### config.mk
export PLATFORM = sky130hd
export DESIGN_NAME = d16_issue
export DESIGN_NICKNAME = d
export VERILOG_FILES = /design/src/rtl/d16_issue.sv
export SDC_FILE = /design/constraint.sdc
export NUM_CORES = 1
export LEC_CHECK = 0
export ABC_AREA = 1
export CELL_PAD_IN_SITES_DETAIL_PLACEMENT = 0
export CELL_PAD_IN_SITES_GLOBAL_PLACEMENT = 1
export CORE_MARGIN = 5
export CORE_UTILIZATION = 31
export CTS_BUF_LIST = sky130_fd_sc_hd__clkbuf_16
export CTS_CLUSTER_SIZE = 20
export DETAILED_ROUTE_END_ITERATION = 7
export PLACE_DENSITY = 0.83
export SKIP_CTS_REPAIR_TIMING = 1
export SLEW_MARGIN = 10
export SYNTH_ARGS = -nofsm -noshare
export SYNTH_HDL_FRONTEND = slang
export SYNTH_SLANG_ARGS = --single-unit
### constraint.sdc
create_clock -name sys_clk -period 1.85 [get_ports sys_clk]
set_input_delay 0.185 -clock sys_clk [delete_from_list [all_inputs] [get_ports sys_clk]]
set_output_delay 0.185 -clock sys_clk [all_outputs]
set_load 0.01 [all_outputs]
### src/rtl/d16_issue.sv
// d16_issue: scoreboarded issue stage between d16_decode and execute; serialises jumps and flushes on taken ones.
// Optional macro D16_FORWARD_EN: a retiring writeback clears a matching read hazard in the same cycle.
module d16_issue #(
  parameter int unsigned NREG = 16,
  localparam int unsigned RW = $clog2(NREG)
) (
  input  logic          sys_clk,
  input  logic          sys_rst,
  input  logic          dec_valid,
  input  logic [7:0]    dec_op,
  input  logic [15:0]   dec_a,
  input  logic [15:0]   dec_b,
  input  logic [15:0]   dec_c,
  output logic          dec_ready,
  output logic          iss_valid,
  output logic [7:0]    iss_op,
  output logic [15:0]   iss_a,
  output logic [15:0]   iss_b,
  output logic [15:0]   iss_c,
  input  logic          wb_valid,
  input  logic [RW-1:0] wb_reg,
  input  logic          br_done,
  input  logic          br_taken,
  output logic          flush,
  output logic          err
);

  localparam logic [7:0] OP_ADD = 8'h01;
  localparam logic [7:0] OP_SUB = 8'h02;
  localparam logic [7:0] OP_SHL = 8'h03;
  localparam logic [7:0] OP_SHR = 8'h04;
  localparam logic [7:0] OP_OR  = 8'h05;
  localparam logic [7:0] OP_AND = 8'h06;
  localparam logic [7:0] OP_EQU = 8'h07;
  localparam logic [7:0] OP_LTE = 8'h08;
  localparam logic [7:0] OP_GTE = 8'h09;
  localparam logic [7:0] OP_LT  = 8'h0A;
  localparam logic [7:0] OP_GT  = 8'h0B;
  localparam logic [7:0] OP_AFC = 8'h0C;
  localparam logic [7:0] OP_COP = 8'h0D;
  localparam logic [7:0] OP_LOD = 8'h0E;
  localparam logic [7:0] OP_STR = 8'h0F;
  localparam logic [7:0] OP_LOP = 8'h10;
  localparam logic [7:0] OP_STP = 8'h11;
  localparam logic [7:0] OP_JMP = 8'h12;
  localparam logic [7:0] OP_JMZ = 8'h13;
  localparam logic [7:0] OP_JMR = 8'h14;

  typedef enum logic [1:0] {S_RUN, S_BRWAIT, S_FLUSH} state_t;

  state_t          state;
  logic [1:0]      cnt [NREG];
  logic            rd_b, rd_c, wr_a, is_jmp;
  logic [NREG-1:0] busy, inc, dec;
  logic [RW-1:0]   rb, rc, wa;
  logic            hazard;

  assign rb = dec_b[RW-1:0];
  assign rc = dec_c[RW-1:0];
  assign wa = dec_a[RW-1:0];

  // Operand usage per opcode class
  always_comb begin
    rd_b   = 1'b0;
    rd_c   = 1'b0;
    wr_a   = 1'b0;
    is_jmp = 1'b0;
    case (dec_op)
      OP_ADD, OP_SUB, OP_SHL, OP_SHR, OP_OR, OP_AND,
      OP_EQU, OP_LTE, OP_GTE, OP_LT, OP_GT: begin
        rd_b = 1'b1;
        rd_c = 1'b1;
        wr_a = 1'b1;
      end
      OP_AFC, OP_LOD: wr_a = 1'b1;
      OP_COP: begin
        rd_b = 1'b1;
        wr_a = 1'b1;
      end
      OP_LOP: begin
        rd_c = 1'b1;
        wr_a = 1'b1;
      end
      OP_STP: begin
        rd_b = 1'b1;
        rd_c = 1'b1;
      end
      OP_STR: rd_b = 1'b1;
      OP_JMZ, OP_JMR: begin
        rd_b   = 1'b1;
        is_jmp = 1'b1;
      end
      OP_JMP: is_jmp = 1'b1;
      default: ;
    endcase
  end

  // Per-register read-busy flags and counter increment/decrement requests
  always_comb begin
    busy = '0;
    inc  = '0;
    dec  = '0;
    for (int i = 0; i < NREG; i++) begin
      busy[i] = (cnt[i] != 2'd0);
`ifdef D16_FORWARD_EN
      if (wb_valid && wb_reg == RW'(i) && cnt[i] == 2'd1) busy[i] = 1'b0;
`endif
      inc[i] = dec_ready && wr_a && (wa == RW'(i));
      dec[i] = wb_valid && (wb_reg == RW'(i));
    end
  end

  // The writer limit is never forwarded: a full counter only frees up the cycle after writeback
  assign hazard    = (rd_b && busy[rb]) || (rd_c && busy[rc]) || (wr_a && cnt[wa] == 2'd3);
  assign dec_ready = dec_valid && (state == S_RUN) && !hazard;

  always_ff @(posedge sys_clk) begin
    if (sys_rst) begin
      state     <= S_RUN;
      cnt       <= '{default: 2'd0};
      iss_valid <= 1'b0;
      iss_op    <= 8'd0;
      iss_a     <= 16'd0;
      iss_b     <= 16'd0;
      iss_c     <= 16'd0;
      flush     <= 1'b0;
      err       <= 1'b0;
    end else begin
      iss_valid <= dec_ready;
      flush     <= 1'b0;
      if (dec_ready) begin
        iss_op <= dec_op;
        iss_a  <= dec_a;
        iss_b  <= dec_b;
        iss_c  <= dec_c;
      end

      case (state)
        S_RUN: if (dec_ready && is_jmp) state <= S_BRWAIT;
        S_BRWAIT: begin
          if (br_done) begin
            if (br_taken) begin
              state <= S_FLUSH;
              flush <= 1'b1;
            end else begin
              state <= S_RUN;
            end
          end
        end
        S_FLUSH: state <= S_RUN;
        default: state <= S_RUN;
      endcase

      if (wb_valid && cnt[wb_reg] == 2'd0) err <= 1'b1;

      // Simultaneous accept and writeback on one register cancel out
      for (int i = 0; i < NREG; i++) begin
        if (inc[i] && !dec[i]) cnt[i] <= cnt[i] + 2'd1;
        else if (dec[i] && !inc[i] && cnt[i] != 2'd0) cnt[i] <= cnt[i] - 2'd1;
      end
    end
  end

endmodule

==> run metrics, run 1 <==
outcome=finished with violations; failing checks=negative setup slack; die span in y=139 um; DP Worst Slack=-807 ps; cell area after layout=8300 sq um; area grow syn2layout=60.1%; # DRC=0; kind of critical path=flop to flop; r2r worst-path depth=15; VDD IR-drop max=0.459 mV; Inserted Clock Buffers=9; period utilisation layout=110%; Top Ports=126; post-layout util=50.2%; Pleak=3.71 nW; pwr/cell area=599 nW/um^2; Bufs and invs on worst path=4; Slew Viols, Final=0; first-pass GRT wire length=28,600 um; Max stage delay on crit path=320 ps; multi-input logic area=3010 sq um; Setup TNS=-10,420 ps; HP Start=dec_op[7]; complex-gate fraction of the synthesized area=12.1%; Sw Ratio=28.5%; total number of vias=6,174; die width=139 um; main combinational cell family by area after synthesis=simple AND/OR/NAND/NOR gates; P_sw=1.42 mW; Num Clock Sinks=93; ant diodes=0; fin cells=1,298; metal3 WL=1710 um; Final min period=2040 ps; Hold Vio Cnt, Final=0; maxcap violations=0; WP data required=2140 ps; cells along the critical path=nor2_1 > buf_4 > nand2_2 > nand2_2 > nand2_1 > nand3_1 > nand3_1 > nand3_2 > nand3_4 > nor2_4 > buf_12 > buf_12 > buf_12 > o21ai_0 > nor2_1; GRT Total Usage=18.2%; nature of the critical path endpoint=flop; GRT overflow=0; Worst-Skew Late Latency=360 ps; sequential share of the synthesized area=35.9%; Crit path max-delay family=simple AND/OR/NAND/NOR gates; Avg Vias per Cell=4.76; Synth Area in Adders=0%; post-route ant nets=0; Internal Power=3.55 mW; root buffer cell=clkbuf_16; Synth Warn #=0; CP most frequent cell=buf_12; final-report setup violation count=90; simple-gate area share of the yosys netlist=41.1%; Total Wirelength=18,700 um; H-tree depth=3; die area=19,400 sq um; DR top layer=met4; RR Startpoint=cnt[8]; Reg2Reg Setup Slack=-190 ps; CTS tree=done; Slew headroom=74.2%; final RePlAce weighted congestion=0.953; setup ws final=-192 ps; Reg area=1880 sq um; Post-Syn Area per Cell=6.18 sq um; syn_nets=905; Cell variety after synth=30; site row count=47; Max Root-Sink Buffers=2; Initial DRC Count=362; Detailed Routing Iterations Pass 1=5; slew of the pin with the lowest slew margin=386 ps; combinational share of power=21.4%; Post-DP HPWL=13,700 um; WHS=142 ps; RSZ-0062 raised after global routing=yes; Hold Path Depth=3; startpoint types=flop; WHS Endpoint=iss_op[7]; cell area after synthesis=5190 sq um; Core Area=16,500 sq um; mux cell area share after synthesis=0%; Post-Place Cells=1,267; FMAX=490 MHz; Clk pwr share=35.2%; Area after DPL=7490 sq um; Critical Path AT=2330 ps; reg2reg end=iss_b[13]; largest net degree at the start of global routing=48; sequential power share=43.4%; Mapped Cells=839; nets@finish=1,140; Synth Area in XOR/XNOR=0%; IO Port Bufs=125; metal1 wirelength=8190 um; antenna violations before repair=0; initial core utilization=31.4%; layout cells sized above 1=23.7%; skew final=11.0 ps; Filler cells=1,651; Pwr Total=4.97 mW; WL/cell=14.4 um; #FFs+latches synth=93; slowest stage cell, crit path=dfxtp_2; Reg clk slew, reported paths=70 ps; CP Max Fanout=36; met2 routed WL=8230 um; Hold WC Path Type=input port to flop; vias in the first global route=5,697
==> sequential cells by signal, summed over array words and instances (netlist names) <==
signal and flops:
cnt 32, err 1, flush 1, iss_a 16, iss_b 16, iss_c 16
iss_op 8, iss_valid 1, state 2
==> worst max-delay path by stage <==
stage / cells after the start / endpoint / from / slack [ps]
6_report: 15 / iss_b[13] / cnt[8] / -190
5_1_grt: 15 / iss_b[13] / cnt[8] / -390
4_1_cts: 13 / dec_ready / dec_a[0] / -740
3_5_place_dp: 18 / cnt[14] / dec_op[3] / -810
3_3_place_gp: 18 / cnt[14] / dec_op[3] / -760
2_1_floorplan: 14 / cnt[6] / cnt[19] / 70
==> per-layer routing <==
metal,up-vias,GRT usage (%)
li1,3169,-
met2,215,28.2
met1,2749,22.9
met3,41,6.62
met5,-,0
met4,0,7.42
==> power by group through the flow <==
stage / logic, mW / registers, mW / clock network [mW]
after floorplan: 0.347 / 2.24 / 0
after global placement: 0.970 / 2.19 / 0
after detailed placement: 0.971 / 2.20 / 0
after CTS: 0.977 / 2.15 / 1.81
after global routing: 1.15 / 2.17 / 1.90
final: 1.06 / 2.16 / 1.75
==> kinds of logic (layout without fill, tap and decap cells) <==
kind of cell	Yosys count	after routing
simple gates	494	494
compound gates	121	121
buf+inv	131	370
flops	93	93
==> cell type report <==
| type | count | share of cell area (%) |
|---|---|---|
| Multi-Input combinational cell | 615 | 36.2 |
| Sequential cell | 93 | 22.7 |
| Clock buffer | 9 | 2.71 |
| Clock inverter | 6 | 0.497 |
| Timing Repair inverter | 1 | 0.0904 |
| Tap cell | 220 | 3.32 |
| Inverter | 99 | 4.58 |
| Timing Repair Buffer | 255 | 29.9 |
==> worst min-delay path, cell delays in order <==
cell and delay, ps:
dlymetal6s2s_1 130, inv_1 70, a21oi_1 60
==> cell usage in the layout, fill, tap and decap left out, types with 12 or more instances in the layout <==
cell type and instances:
nand3_1 71, a21oi_1 41, buf_6 16, inv_2 15
inv_1 82, o21ai_1 13, nand2_1 148, dfxtp_1 77
buf_4 101, buf_12 12, nand2_2 19, clkdlybuf4s50_1 114
o21ai_2 15, nand4_1 30, dfxtp_2 16, nor2_1 185
nor2_2 13, o21ai_0 38
==> synth_stat cells <==
master / count / area [sq um]
a31o_2: 1 / 8.76
nor2_4: 2 / 22.5
clkbuf_1: 11 / 41.3
nand3b_1: 6 / 45.0
a21oi_1: 46 / 230
a221oi_1: 2 / 17.5
nand4_2: 3 / 37.5
buf_8: 1 / 15.0
nand3_2: 2 / 20.0
or2_2: 1 / 6.26
buf_4: 6 / 45.0
o21ai_0: 67 / 335
inv_1: 92 / 345
o2111ai_1: 1 / 8.76
inv_4: 1 / 6.26
nand2_4: 2 / 22.5
a22oi_1: 2 / 15.0
nand4_1: 30 / 188
nor2_2: 3 / 18.8
nand3_1: 80 / 400
dfxtp_1: 93 / 1860
nor2_1: 197 / 739
buf_2: 11 / 55.1
clkinv_1: 2 / 7.51
o211ai_1: 1 / 7.51
nor3_1: 1 / 5.00
buf_6: 3 / 33.8
o22ai_1: 1 / 6.26
nand2_1: 167 / 627
inv_2: 4 / 15.0
Note: power is estimated with default switching activity, not from simulation.
==> run 2, diff against run 1 <==
Settings changed: CORE_UTILIZATION 31 to 30, GPL_ROUTABILITY_DRIVEN set to 1, PLACE_DENSITY 0.83 to 0.81.
==> run metrics, run 2 (same netlist as run 1, synthesis figures left out) <==
ant diodes=0; Internal Power=3.67 mW; pwr/cell area=623 nW/um^2; Avg Vias per Cell=4.69; Inserted Clock Buffers=9; Worst-Skew Late Latency=350 ps; failing checks=negative setup slack; P_sw=1.41 mW; area grow syn2layout=56.9%; initial core utilization=30.3%; Core Area=17,100 sq um; Hold WC Path Type=input port to flop; Hold Vio Cnt, Final=0; VDD IR-drop max=0.435 mV; Slew headroom=74.3%; Most flops, register=cnt; WHS Endpoint=iss_op[2]; die span in y=141 um; cell area after layout=8140 sq um; Max stage delay on crit path=320 ps; most frequent cells in the layout=nor2_1, nand2_1, clkdlybuf4s50_1; combinational share of power=20.1%; startpoint types=flop; antenna violations before repair=0; Initial DRC Count=386; slowest stage cell, crit path=dfxtp_2; skew final=8.99 ps; site row count=48; Total Wirelength=18,600 um; vias in the first global route=5,939; max FFs per register=32; Bufs and invs on worst path=5; layout cells sized above 1=21.1%; r2r worst-path depth=17; Critical Path AT=2290 ps; Top Ports=126; IO Port Bufs=125; sequential power share=42.4%; FMAX=488 MHz; setup ws final=-201 ps; Area after DPL=7450 sq um; reg2reg end=cnt[6]; cells along the critical path=inv_2 > buf_6 > nor2_2 > a21oi_2 > nand2_1 > nand2_2 > nand2_2 > inv_2 > nand2_2 > nand3_2 > nand3_2 > nor2_4 > buf_4 > buf_6 > nand4_1 > a21oi_1 > nor2_1; largest net degree at the start of global routing=47; WP data required=2090 ps; Num Clock Sinks=93; RR Startpoint=cnt[1]; maxcap violations=0; Max Root-Sink Buffers=2; Post-DP HPWL=13,600 um; CTS tree=done; Hold Path Depth=4; GRT Total Usage=18.0%; CP Max Fanout=6; final RePlAce weighted congestion=0.927; Crit path max-delay family=simple AND/OR/NAND/NOR gates; Clk pwr share=37.4%; die area=20,000 sq um; final-report setup violation count=91; fin cells=1,305; GRT overflow=0; Pwr Total=5.07 mW; CP most frequent cell=nand2_2; nature of the critical path endpoint=flop; nets@finish=1,142; post-route ant nets=0; slew of the pin with the lowest slew margin=385 ps; total number of vias=6,125; Post-Place Cells=1,273; HP Start=dec_op[2]; Sw Ratio=27.7%; outcome=finished with violations; # DRC=0; Reg2Reg Setup Slack=-200 ps; Pleak=3.64 nW; H-tree depth=3; WL/cell=14.2 um; Slew Viols, Final=0; die width=141 um; Reg clk slew, reported paths=70 ps; first-pass GRT wire length=29,100 um; root buffer cell=clkbuf_16; most common cell after layout, fill and taps aside=nor2_1; RSZ-0062 raised after global routing=yes; kind of critical path=flop to flop; Detailed Routing Iterations Pass 1=5; Final min period=2050 ps; period utilisation layout=111%
[run 2: cell types whose count changed in the layout (fill, tap and decap cells not counted), sizes merged]
cell and delta:
clkinv -1, inv +1, bufinv +1, clkdlybuf4s50 +3, buf +2, clkinvlp -1, dlymetal6s2s -3
[run 2: routing by layer]
layer / vias to the layer above / share of wire [%] / track usage (%)
li1: 3179 / - / -
met1: 2722 / 44 / 22.6
met2: 206 / 44 / 28.7
met3: 18 / 9.9 / 6.91
met4: 0 / 1.6 / 5.15
met5: - / 0 / 0
[run 2: worst max path at each step]
stage	start	endpoint	slack, ps	cells past startpoint
2_1_floorplan	cnt[19]	cnt[6]	70	14
3_3_place_gp	dec_a[0]	dec_ready	-820	13
3_5_place_dp	dec_a[0]	dec_ready	-810	13
4_1_cts	dec_a[0]	dec_ready	-820	13
5_1_grt	cnt[0]	cnt[25]	-390	18
6_report	cnt[1]	cnt[6]	-200	17
[run 2: final cells by class]
cell class,instances,area [sq um]
clock buffers,9,225
clock inverters,6,62.6
fillers,1766,8980
inverters,99,380
multi-input cells,615,2920
flip-flops and latches,93,1870
well taps,225,282
repair buffers,257,2390
repair inverters,1,7.51
[run 2: metrics by stage]
stage / hold slack (ps) / utilization (%) / worst slack, ps / setup TNS (ps)
floorplan: 254 / - / 68.5 / 0
global placement: 438 / 43.5 / -820 / -63760
detailed placement: 448 / 43.5 / -805 / -63260
CTS: 402 / 45.2 / -815 / -30820
global route: 297 / 47.5 / -395 / -25810
finish: 281 / 47.5 / -201 / -8680
[run 2: worst reg2reg max path: stages (launching register included)]
cell and delay, ps:
dfxtp_2 320, inv_2 50, buf_6 90, nor2_2 30
a21oi_2 140, nand2_1 80, nand2_2 70, nand2_2 60
inv_2 50, nand2_2 40, nand3_2 70, nand3_2 100
nor2_4 200, buf_4 160, buf_6 120, nand4_1 130
a21oi_1 170, nor2_1 60
[run 2: power groups by stage]
stage | combinational [mW] | clock [mW] | sequential (mW)
after CTS | 0.952 | 1.96 | 2.15
after detailed placement | 0.946 | 0 | 2.20
final | 1.02 | 1.90 | 2.15
after floorplan | 0.347 | 0 | 2.24
after global routing | 1.12 | 2.03 | 2.16
after global placement | 0.949 | 0 | 2.19
==> run 3, diff against run 2 <==
Settings changed: SKIP_CTS_REPAIR_TIMING 1 to unset.
==> run metrics, run 3 (same netlist as run 1, synthesis figures left out) <==
outcome=finished with violations; failing checks=negative setup slack; GRT Total Usage=18.5%; first-pass GRT wire length=29,900 um; vias in the first global route=6,057; Clk pwr share=36.7%; Post-Place Cells=1,273; Slew headroom=75.1%; final RePlAce weighted congestion=0.927; Pwr Total=5.19 mW; Avg Vias per Cell=4.70; Area after DPL=7450 sq um; maxcap violations=0; IO Port Bufs=125; Detailed Routing Iterations Pass 1=5; antenna violations before repair=0; period utilisation layout=110%; Core Area=17,100 sq um; final-report setup violation count=90; total number of vias=6,154; root buffer cell=clkbuf_16; initial core utilization=30.3%; cell area after layout=8420 sq um; Initial DRC Count=372; ant diodes=0; nature of the critical path endpoint=output pin; area grow syn2layout=62.3%; Reg clk slew, reported paths=70 ps; Worst-Skew Late Latency=350 ps; layout cells sized above 1=23.9%; DR top layer=met4; WP data required=1660 ps; Num Clock Sinks=93; # DRC=0; kind of critical path=flop to output pin; VDD IR-drop max=0.438 mV; skew final=11.5 ps; Final min period=2030 ps; fin cells=1,310; nets@finish=1,147; metal1 wirelength=8470 um; post-route ant nets=0; FMAX=492 MHz; Hold Vio Cnt, Final=0; Internal Power=3.74 mW; Pleak=3.72 nW; startpoint types=flop; most frequent cells in the layout=nor2_1, nand2_1, clkdlybuf4s50_1; Hold WC Path Type=input port to flop; most common cell after layout, fill and taps aside=nor2_1; Top Ports=126; setup ws final=-181 ps; Hold-fix buffers, CTS=0; met2 routed WL=8720 um; GRT overflow=0; max FFs per register=32; Inserted Clock Buffers=9; pwr/cell area=616 nW/um^2; die area=20,000 sq um; die span in y=141 um; Post-DP HPWL=13,600 um; CP Max Fanout=3; post-layout util=49.2%; Critical Path AT=1850 ps; Most flops, register=cnt; H-tree depth=3; Sw Ratio=28.0%; RSZ-0062 raised after global routing=yes; Max Root-Sink Buffers=2; metal3 WL=1700 um; P_sw=1.45 mW; CTS tree=done; largest net degree at the start of global routing=47; WL/cell=14.6 um; sequential power share=41.5%; slew of the pin with the lowest slew margin=373 ps; die width=141 um; Slew Viols, Final=0; Total Wirelength=19,100 um; combinational share of power=21.8%; site row count=48
-- run 3: metrics by stage --
stage | TNS (ps) | setup slack, ps | hold WS [ps]
after CTS | -8950 | -152 | 365
after floorplan | 0 | 68.5 | 254
after global routing | -21500 | -297 | 177
after global placement | -63760 | -820 | 438
final | -8050 | -181 | 145
after detailed placement | -63260 | -805 | 448
-- run 3: what timing repair did --
item | CTS | global route
gates cloned | 3 | 9
buffers inserted | 3 | 7
endpoints found under the setup margin | 91 | 91
pin swaps | 26 | 27
resized for setup | 59 | 95
-- run 3: power groups by stage --
stage	Sequential (mW)	Combinational [mW]	Clock, mW
after floorplan	2.24	0.347	0
after global placement	2.19	0.949	0
after detailed placement	2.20	0.946	0
after CTS	2.15	1.01	1.96
after global routing	2.17	1.22	2.03
final	2.15	1.13	1.91
-- run 3: final cells by class --
class                      count  area [sq um]
clock buffer                   9           225
timing repair buffer         263          2590
tap                          225           282
sequential                    93          1880
fill                        1759          8690
multi-input combinational    615          3000
inverter                      99           385
clock inverter                 6          62.6
-- run 3: worst max-delay path, stage by stage (launching register included) --
cell     delay (ps)
dfxtp_2         320
nor2_2          120
buf_6           130
nand2_2          50
nand2_2          70
nand2_1          60
nand3_2          70
nand3_2          90
nand3_2          90
nand3_2         100
nor2_4          100
buf_4           150
buf_4           130
-- run 3: worst paths after layout --
check | startpoint | endpoint | slack (ps) | cells past startpoint
worst min-delay path | dec_op[7] | iss_op[7] | 140 | 3
worst min register to register | err | err | 450 | 2
worst max-delay path | cnt[8] | dec_ready | -180 | 12
worst max register to register | cnt[0] | iss_c[6] | -140 | 14
-- run 3: layer usage --
| layer | global-route usage [%] | vias to the layer above |
|---|---|---|
| met3 | 6.88 | 18 |
| met1 | 23.1 | 2761 |
| li1 | - | 3194 |
| met4 | 5.15 | 0 |
| met2 | 29.9 | 181 |
| met5 | 0 | - |
